## src/rtl/hs_pipe_buffer_pkg.sv

```systemverilog
// hs_pkg: occupancy encoding and stall counter width shared by the pipe buffer files.
package hs_pkg;
  localparam int HS_STALL_CNT_W = 16;
  typedef enum logic [1:0] {HS_EMPTY, HS_ONE, HS_TWO} hs_occ_e;
endpackage

```

## src/rtl/hs_pipe_buffer_if.sv

```systemverilog
// hs_pipe_buffer_if: upstream and downstream valid/ready handshake of the pipe buffer.
interface hs_pipe_buffer_if #(parameter int WIDTH = 1);
  logic [WIDTH-1:0] in;
  logic [WIDTH-1:0] out;
  logic valid_i;
  logic ready_o;
  logic valid_o;
  logic ready_i;
  modport slave(input in, valid_i, ready_i, output ready_o, out, valid_o);
  modport master(output in, valid_i, ready_i, input ready_o, out, valid_o);
endinterface

```

## src/rtl/hs_pipe_buffer_slot.sv

```systemverilog
// hs_pipe_slot: payload register with load enable, async active-low reset to 0.
module hs_pipe_slot #(parameter int WIDTH = 1) (
  input  logic             clk_core,
  input  logic             rst_core_n,
  input  logic             load,
  input  logic [WIDTH-1:0] d,
  output logic [WIDTH-1:0] q
);
  always_ff @(posedge clk_core or negedge rst_core_n)
    if (!rst_core_n) q <= '0;
    else if (load) q <= d;
endmodule

```

## src/rtl/hs_pipe_buffer.sv

```systemverilog
// hs_pipe_buffer: two-entry registered valid/ready buffer; all outputs come from flops.
// Optional stall counter enabled by defining HS_PIPE_STALL_CNT_EN.
module hs_pipe_buffer
  import hs_pkg::*;
#(
  parameter int WIDTH = 1
) (
  input  logic                      clk_core,
  input  logic                      rst_core_n,
  input  logic                      flush,
  hs_pipe_buffer_if.slave           bus,
  output logic [HS_STALL_CNT_W-1:0] stall_cnt
);
  hs_occ_e          state;
  logic             push, pop, head_load, tail_load;
  logic [WIDTH-1:0] head_d, tail_q;
  assign push = bus.valid_i & bus.ready_o;
  assign pop  = bus.valid_o & bus.ready_i;
  // flush freezes the data registers; only the occupancy is discarded
  always_comb begin
    head_load = !flush && ((state == HS_EMPTY && push) ||
                           (state == HS_ONE && push && pop) ||
                           (state == HS_TWO && pop));
    tail_load = !flush && state == HS_ONE && push && !pop;
    head_d    = state == HS_TWO ? tail_q : bus.in;
  end
  hs_pipe_slot #(.WIDTH(WIDTH)) u_head (
    .clk_core  (clk_core),
    .rst_core_n(rst_core_n),
    .load      (head_load),
    .d         (head_d),
    .q         (bus.out)
  );
  hs_pipe_slot #(.WIDTH(WIDTH)) u_tail (
    .clk_core  (clk_core),
    .rst_core_n(rst_core_n),
    .load      (tail_load),
    .d         (bus.in),
    .q         (tail_q)
  );
  always_ff @(posedge clk_core or negedge rst_core_n)
    if (!rst_core_n) begin
      state       <= HS_EMPTY;
      bus.ready_o <= 1'b1;
      bus.valid_o <= 1'b0;
    end else if (flush) begin
      state       <= HS_EMPTY;
      bus.ready_o <= 1'b1;
      bus.valid_o <= 1'b0;
    end else begin
      case (state)
        HS_EMPTY:
          if (push) begin
            state       <= HS_ONE;
            bus.valid_o <= 1'b1;
          end
        HS_ONE:
          if (push && !pop) begin
            state       <= HS_TWO;
            bus.ready_o <= 1'b0;
          end else if (pop && !push) begin
            state       <= HS_EMPTY;
            bus.valid_o <= 1'b0;
          end
        HS_TWO:
          if (pop) begin
            state       <= HS_ONE;
            bus.ready_o <= 1'b1;
          end
        default: begin
          state       <= HS_EMPTY;
          bus.ready_o <= 1'b1;
          bus.valid_o <= 1'b0;
        end
      endcase
    end
`ifdef HS_PIPE_STALL_CNT_EN
  always_ff @(posedge clk_core or negedge rst_core_n)
    if (!rst_core_n) stall_cnt <= '0;
    else if (flush) stall_cnt <= '0;
    else if (bus.valid_o && !bus.ready_i && stall_cnt != '1) stall_cnt <= stall_cnt + 1'b1;
`else
  assign stall_cnt = '0;
`endif
endmodule

```

## src/flat_wrapper.sv

```systemverilog
// flat-port wrapper written by rule: the top's interface ports become plain ports
module hs_pipe_buffer_flat import hs_pkg::*;
#(
  parameter int WIDTH = 1
)
  (clk_core, rst_core_n, flush, stall_cnt, bus_in, bus_valid_i, bus_ready_i, bus_ready_o, bus_out, bus_valid_o);
  hs_pipe_buffer_if #(.WIDTH(WIDTH)) bus_i ();
  input  logic clk_core;
  input  logic rst_core_n;
  input  logic flush;
  output logic [HS_STALL_CNT_W-1:0] stall_cnt;
  input wire logic [$bits(bus_i.in)-1:0] bus_in;
  input wire logic [$bits(bus_i.valid_i)-1:0] bus_valid_i;
  input wire logic [$bits(bus_i.ready_i)-1:0] bus_ready_i;
  output wire logic [$bits(bus_i.ready_o)-1:0] bus_ready_o;
  output wire logic [$bits(bus_i.out)-1:0] bus_out;
  output wire logic [$bits(bus_i.valid_o)-1:0] bus_valid_o;
  assign bus_i.in = bus_in;
  assign bus_i.valid_i = bus_valid_i;
  assign bus_i.ready_i = bus_ready_i;
  assign bus_ready_o = bus_i.ready_o;
  assign bus_out = bus_i.out;
  assign bus_valid_o = bus_i.valid_o;
  hs_pipe_buffer #(.WIDTH(WIDTH)) u_core (.clk_core(clk_core), .rst_core_n(rst_core_n), .flush(flush), .bus(bus_i), .stall_cnt(stall_cnt));
endmodule
```

## config.mk

```make
export PLATFORM = sky130hd
export DESIGN_NAME = hs_pipe_buffer_flat
export DESIGN_NICKNAME = d
export VERILOG_FILES = /design/src/rtl/hs_pipe_buffer_pkg.sv /design/src/rtl/hs_pipe_buffer_if.sv /design/src/rtl/hs_pipe_buffer_slot.sv /design/src/rtl/hs_pipe_buffer.sv /design/src/flat_wrapper.sv
export SDC_FILE = /design/constraint.sdc
export NUM_CORES = 1
export LEC_CHECK = 0
export BUFFER_PORTS_ARGS = -buffer_cell sky130_fd_sc_hd__buf_4
export CAP_MARGIN = 20
export CORE_AREA = 2 2 39 41
export DETAILED_ROUTE_END_ITERATION = 16
export DIE_AREA = 0 0 41 43
export GPL_TIMING_DRIVEN = 0
export HOLD_SLACK_MARGIN = 0.15
export PLACE_DENSITY = 0.7
export RECOVER_POWER = 25
export SYNTH_ARGS = -nofsm -noshare
export SYNTH_HDL_FRONTEND = slang
export SYNTH_SLANG_ARGS = --single-unit
```

## constraint.sdc

```tcl
create_clock -name clk_core -period 2.7 [get_ports clk_core]
set_input_delay 0.54 -clock clk_core [delete_from_list [all_inputs] [get_ports clk_core]]
set_output_delay 0.54 -clock clk_core [all_outputs]
set_load 0.03 [all_outputs]
```

-- Word level (Yosys, flattened, before mapping)
Cells that the tools add are included.
- register bits: 6
- logic and storage cells: 52
- equality and inequality tests: 10
- multiplexer cells: 16
- bitwise logic cells: 2
- reductions and logical operators: 19
- operators with widths (cell ; number):
    $logic_and A1 B1 Y1 ; 10
    $mux W2 ; 5
    $ne A3 B3 Y1 const B ; 3
    $mux W1 ; 8
    $ne A3 B2 Y1 const B ; 2
    $pmux W1 S3 ; 2
    $pmux W2 S3 ; 1
    $reduce_and A3 Y1 ; 2
    $ne A2 B2 Y1 const B ; 2
    $ne A4 B4 Y1 const B ; 1
    $reduce_and A4 Y1 ; 1
    $logic_not A1 Y1 ; 3
    $and A1 B1 Y1 ; 2
    $eq A2 B1 Y1 const B ; 1
    $eq A2 B2 Y1 const B ; 1
    $logic_not A2 Y1 ; 1
    $logic_or A1 B1 Y1 ; 2

-- Longest topological paths before layout
- word-level depth: 7
- depth in mapped cells: 4

-- Cells and area by module
A second synthesis with hierarchy kept.
- cell total of the unflattened synthesis: 50
- area total of the unflattened synthesis: 486.7 um^2
- by module, submodules not included (module ; instances ; cells each ; area an instance (um^2)):
    hs_pipe_buffer ; 1 ; 46 ; 406.6
    hs_pipe_slot ; 2 ; 2 ; 40.0

-- Least setup slack after synthesis
Ideal clock, no wire load.
- kind: reg-to-reg
- start point: reg u_core.bus.ready_o
- end point: reg u_core.u_tail.q
- arrival: 1.261 ns
- setup slack: 1.311 ns
- cell stages (with the launch flop): 4
- path through: dfstp_2 -> and3b_1 -> nand4b_1 -> mux2_1
- cells in the longest elaborated chain, start to end: 3
- ends and longest elaborated chain (what ; line ; RTL):
    start: declaration ; hs_pipe_buffer_if.sv:9 ; modport slave(input in, valid_i, ready_i, output ready_o, out, valid_o);
    start signal: assignment ; hs_pipe_buffer.sv:44 ; bus.ready_o <= 1'b1;
    start signal: assignment ; hs_pipe_buffer.sv:48 ; bus.ready_o <= 1'b1;
    start signal: assignment ; hs_pipe_buffer.sv:60 ; bus.ready_o <= 1'b0;
    $and A1 B1 Y1 ; hs_pipe_buffer.sv:17 ; assign push = bus.valid_i & bus.ready_o;
    $logic_and A1 B1 Y1 (2 in a row) ; hs_pipe_buffer.sv:24 ; tail_load = !flush && state == HS_ONE && push && !pop;
    end signal: assignment ; hs_pipe_buffer_slot.sv:10 ; if (!rst_core_n) q <= '0;
    end signal: assignment ; hs_pipe_buffer_slot.sv:11 ; else if (load) q <= d;
    end: declaration ; hs_pipe_buffer_slot.sv:7 ; output logic [WIDTH-1:0] q
No other way between the ends.
A chain may end at the register's enable or synchronous reset.

-- Final worst setup path
- start point: reg u_core.bus.ready_o
- end point: out bus_ready_o
- RTL lines (what ; line ; RTL):
    end: declaration ; flat_wrapper.sv:15 ; output wire logic [$bits(bus_i.ready_o)-1:0] bus_ready_o;
No word-level cell between the ends.

==> summary.txt <==
Outcome
  – Outcome: finished, final reports clean

Placed design
  – Final weighted congestion in routability-driven placement: 0.727
  – Detailed Place HPWL: 632 µm
  – Setup WS pre-CTS: 1.24 ns
  – Port-buffer cells: 8
  – Cells after DPL: 90
  – Post-DP Area: 612 µm²

Yosys
  – Syn Inst Count: 51
  – Ys flop type: dfrtp_1
  – Synth top cells by count: buf_4, dfrtp_1, a21oi_1, nand2_1
  – Count leader, synth: buf_4
  – Library cells used by synthesis: 25
  – Cell accounting for the most synthesized area: dfrtp_1
  – Yosys reg bits: 6
  – Yosys Warn Count: 0
  – Post-synth EDFFs: 0
  – Synth top area share: 0.263
  – Seq/Total Area, Yosys: 0.318
  – Post-synthesis cell area: 475 µm²
  – Ys async rst share: 1.00
  – Mapped Avg Cell Area: 9.32 µm²
  – Largest cells by area after synthesis: dfrtp_1, buf_4, dfstp_2

STA
  – Fmax: 0.645 GHz
  – Worst Slack Setup Final: 1.15 ns
  – Fin crit share: 0.574
  – Setup_tns: 0 ns
  – Post-Route Skew: 0.00817 ns
  – Minimum clock period after layout: 1.55 ns
  – Endpoints failing setup: 0
  – Final Hold Viols: 0
  – Slew Viols, Final: 0
  – RSZ-0062 raised after global routing: false

Critical path
  – Worst setup SP type: register
  – Register-to-Register Path Depth: 3
  – Crit end category: primary output
  – CP Cell Sequence: buf_4
  – Arr. time, crit path: 1.01 ns
  – Crit-path max FO: 8
  – Crit path kind: reg2out
  – R2r setup slk: 1.39 ns
  – WP buf/inv: 1
  – Crit path max-delay family: flip-flops
  – WP data required: 2.16 ns
  – R2r startpoint: u_core.bus.ready_o
  – Worst path slowest cell: dfstp_2
  – Reg-to-Reg End: u_core.u_tail.q
  – CP max stage delay: 0.58 ns

Clock tree
  – Clk slew on worst S/H paths: 0.05 ns
  – Clock insertion delay at the later pin of the skew report: 0.26 ns
  – Longest Clk Path Bufs: 2
  – CTS tree: done
  – Max H-tree Level: 1
  – CTS Buf Count: 3
  – Post-CTS Resized: 0
  – Clock sink count: 6
  – CTS Root Cell: clkbuf_4

Power and ir drop
  – Worst VDD drop: 0.296 mV
  – Leak: 0.339 nW
  – Power per cell area: 655 nW/µm²

Floorplan
  – Die Span X: 41 µm
  – Initial Util: 0.344
  – Core area: 1380 µm²
  – Die height: 43 µm
  – Die area: 1760 µm²
  – Site row count: 14
  – Boundary Pins: 25

Drt
  – Pre-Repair DR Iteration Count: 4
  – WL per Instance: 8.85 µm
  – Via density: 4.22
  – Routed via count: 401
  – Drt total wl: 841 µm
  – Drt drc: 0
  – Iter 0 DRT Violations: 14
  – Routed Antenna Nets: 0

Finish
  – Ant. Diodes: 0
  – Final Non-Filler Cells: 95
  – Share of cells above drive strength 1: 0.380
  – Area Growth Syn to Fin: 35.5%
  – Post-Layout Inst Area: 644 µm²
  – Final nets: 86

Flow run
  – Number of max-cap violations: 0

Global route
  – Initial antenna violation count: 0
  – First-pass GRT wire length: 1360 µm
  – Global Route Usage Sum: 0.118
  – GRT Residual Overflow: 0
  – Pin count of the biggest net entering global routing: 11
  – Vias in the first global route: 290

Hold path
  – Worst hold-check path type: in2reg
  – Hold Path Stages: 2
  – Hold Crit Start: bus_ready_i
  – Hold endpoint: u_core.state[1]
==> routing by layer <==
| metal | track usage | share of wire | vias to the layer above |
|---|---|---|---|
| met5 | 0 | 0 | - |
| met4 | 0.0400 | 0 | 0 |
| met3 | 0.0785 | 0.089 | 0 |
| met2 | 0.138 | 0.46 | 18 |
| met1 | 0.170 | 0.45 | 173 |
| li1 | - | - | 210 |
==> worst max path at each step <==
stage / cells after the start / slack (ns) / to / startpoint
final: 1 / 1.15 / bus_ready_o / u_core.bus.ready_o
after global placement: 4 / 1.25 / u_core.u_tail.q / bus_ready_i
after detailed placement: 4 / 1.24 / u_core.u_tail.q / bus_ready_i
after global routing: 1 / 1.10 / bus_ready_o / u_core.bus.ready_o
after floorplan: 3 / 1.31 / u_core.u_tail.q / u_core.bus.ready_o
after CTS: 1 / 1.14 / bus_ready_o / u_core.bus.ready_o
==> stage by stage <==
step / total power, W / hold slack, ns / utilization
floorplan: 0.000281 / 0.244 / -
global placement: 0.000323 / 0.353 / 0.442
detailed placement: 0.000326 / 0.355 / 0.442
CTS: 0.000427 / 0.488 / 0.468
global route: 0.000451 / 0.499 / 0.466
finish: 0.000422 / 0.495 / 0.466
==> timing repair <==
action	CTS	global route
buffers inserted	0	0
endpoints found under the hold margin	5	0
hold buffers	1	0
==> final cells by class <==
type	instances	area [µm²]
inverter	1	3.75
timing repair buffer	9	66.3
sequential	6	151
tap	16	20.0
fill	161	739
buffer	17	131
clock buffer	4	26.3
multi-input combinational	42	245
==> registers in the layout, summed over array words and instances (netlist names) <==
| register | flops |
|---|---|
| u_core.bus.ready_o | 1 |
| u_core.bus.valid_o | 1 |
| u_core.state | 2 |
| u_core.u_head.q | 1 |
| u_core.u_tail.q | 1 |
==> cells by family (layout without fill, tap and decap cells) <==
group,count (synthesis),after routing,share of synthesized area
AO/OA/AOI/OAI,12,12,0.195
buffers and inverters,18,31,0.284
flip-flops,6,6,0.318
multiplexers,1,1,0.0237
other,1,16,0.00789
AND/OR/NAND/NOR,13,13,0.171
==> cell usage in the layout (no fill, tap or decap), drive strengths merged, types with 2 or more instances in the layout <==
cell	synthesis	layout
dfrtp	5	5
a221oi	3	3
clkbuf	0	5
nand4b	2	2
nor2	2	2
a21o	2	2
nand2	3	3
buf	17	24
a21oi	3	3
conb	1	16
==> report_power, final <==
part / switching, W / internal [W] / total [W]
clock: 0.0000399 / 0.0000565 / 0.0000963
combinational: 0.000104 / 0.0000824 / 0.000187
sequential: 0.0000211 / 0.000118 / 0.000139
total: 0.000165 / 0.000257 / 0.000422
(Power assumes the default switching activity.)
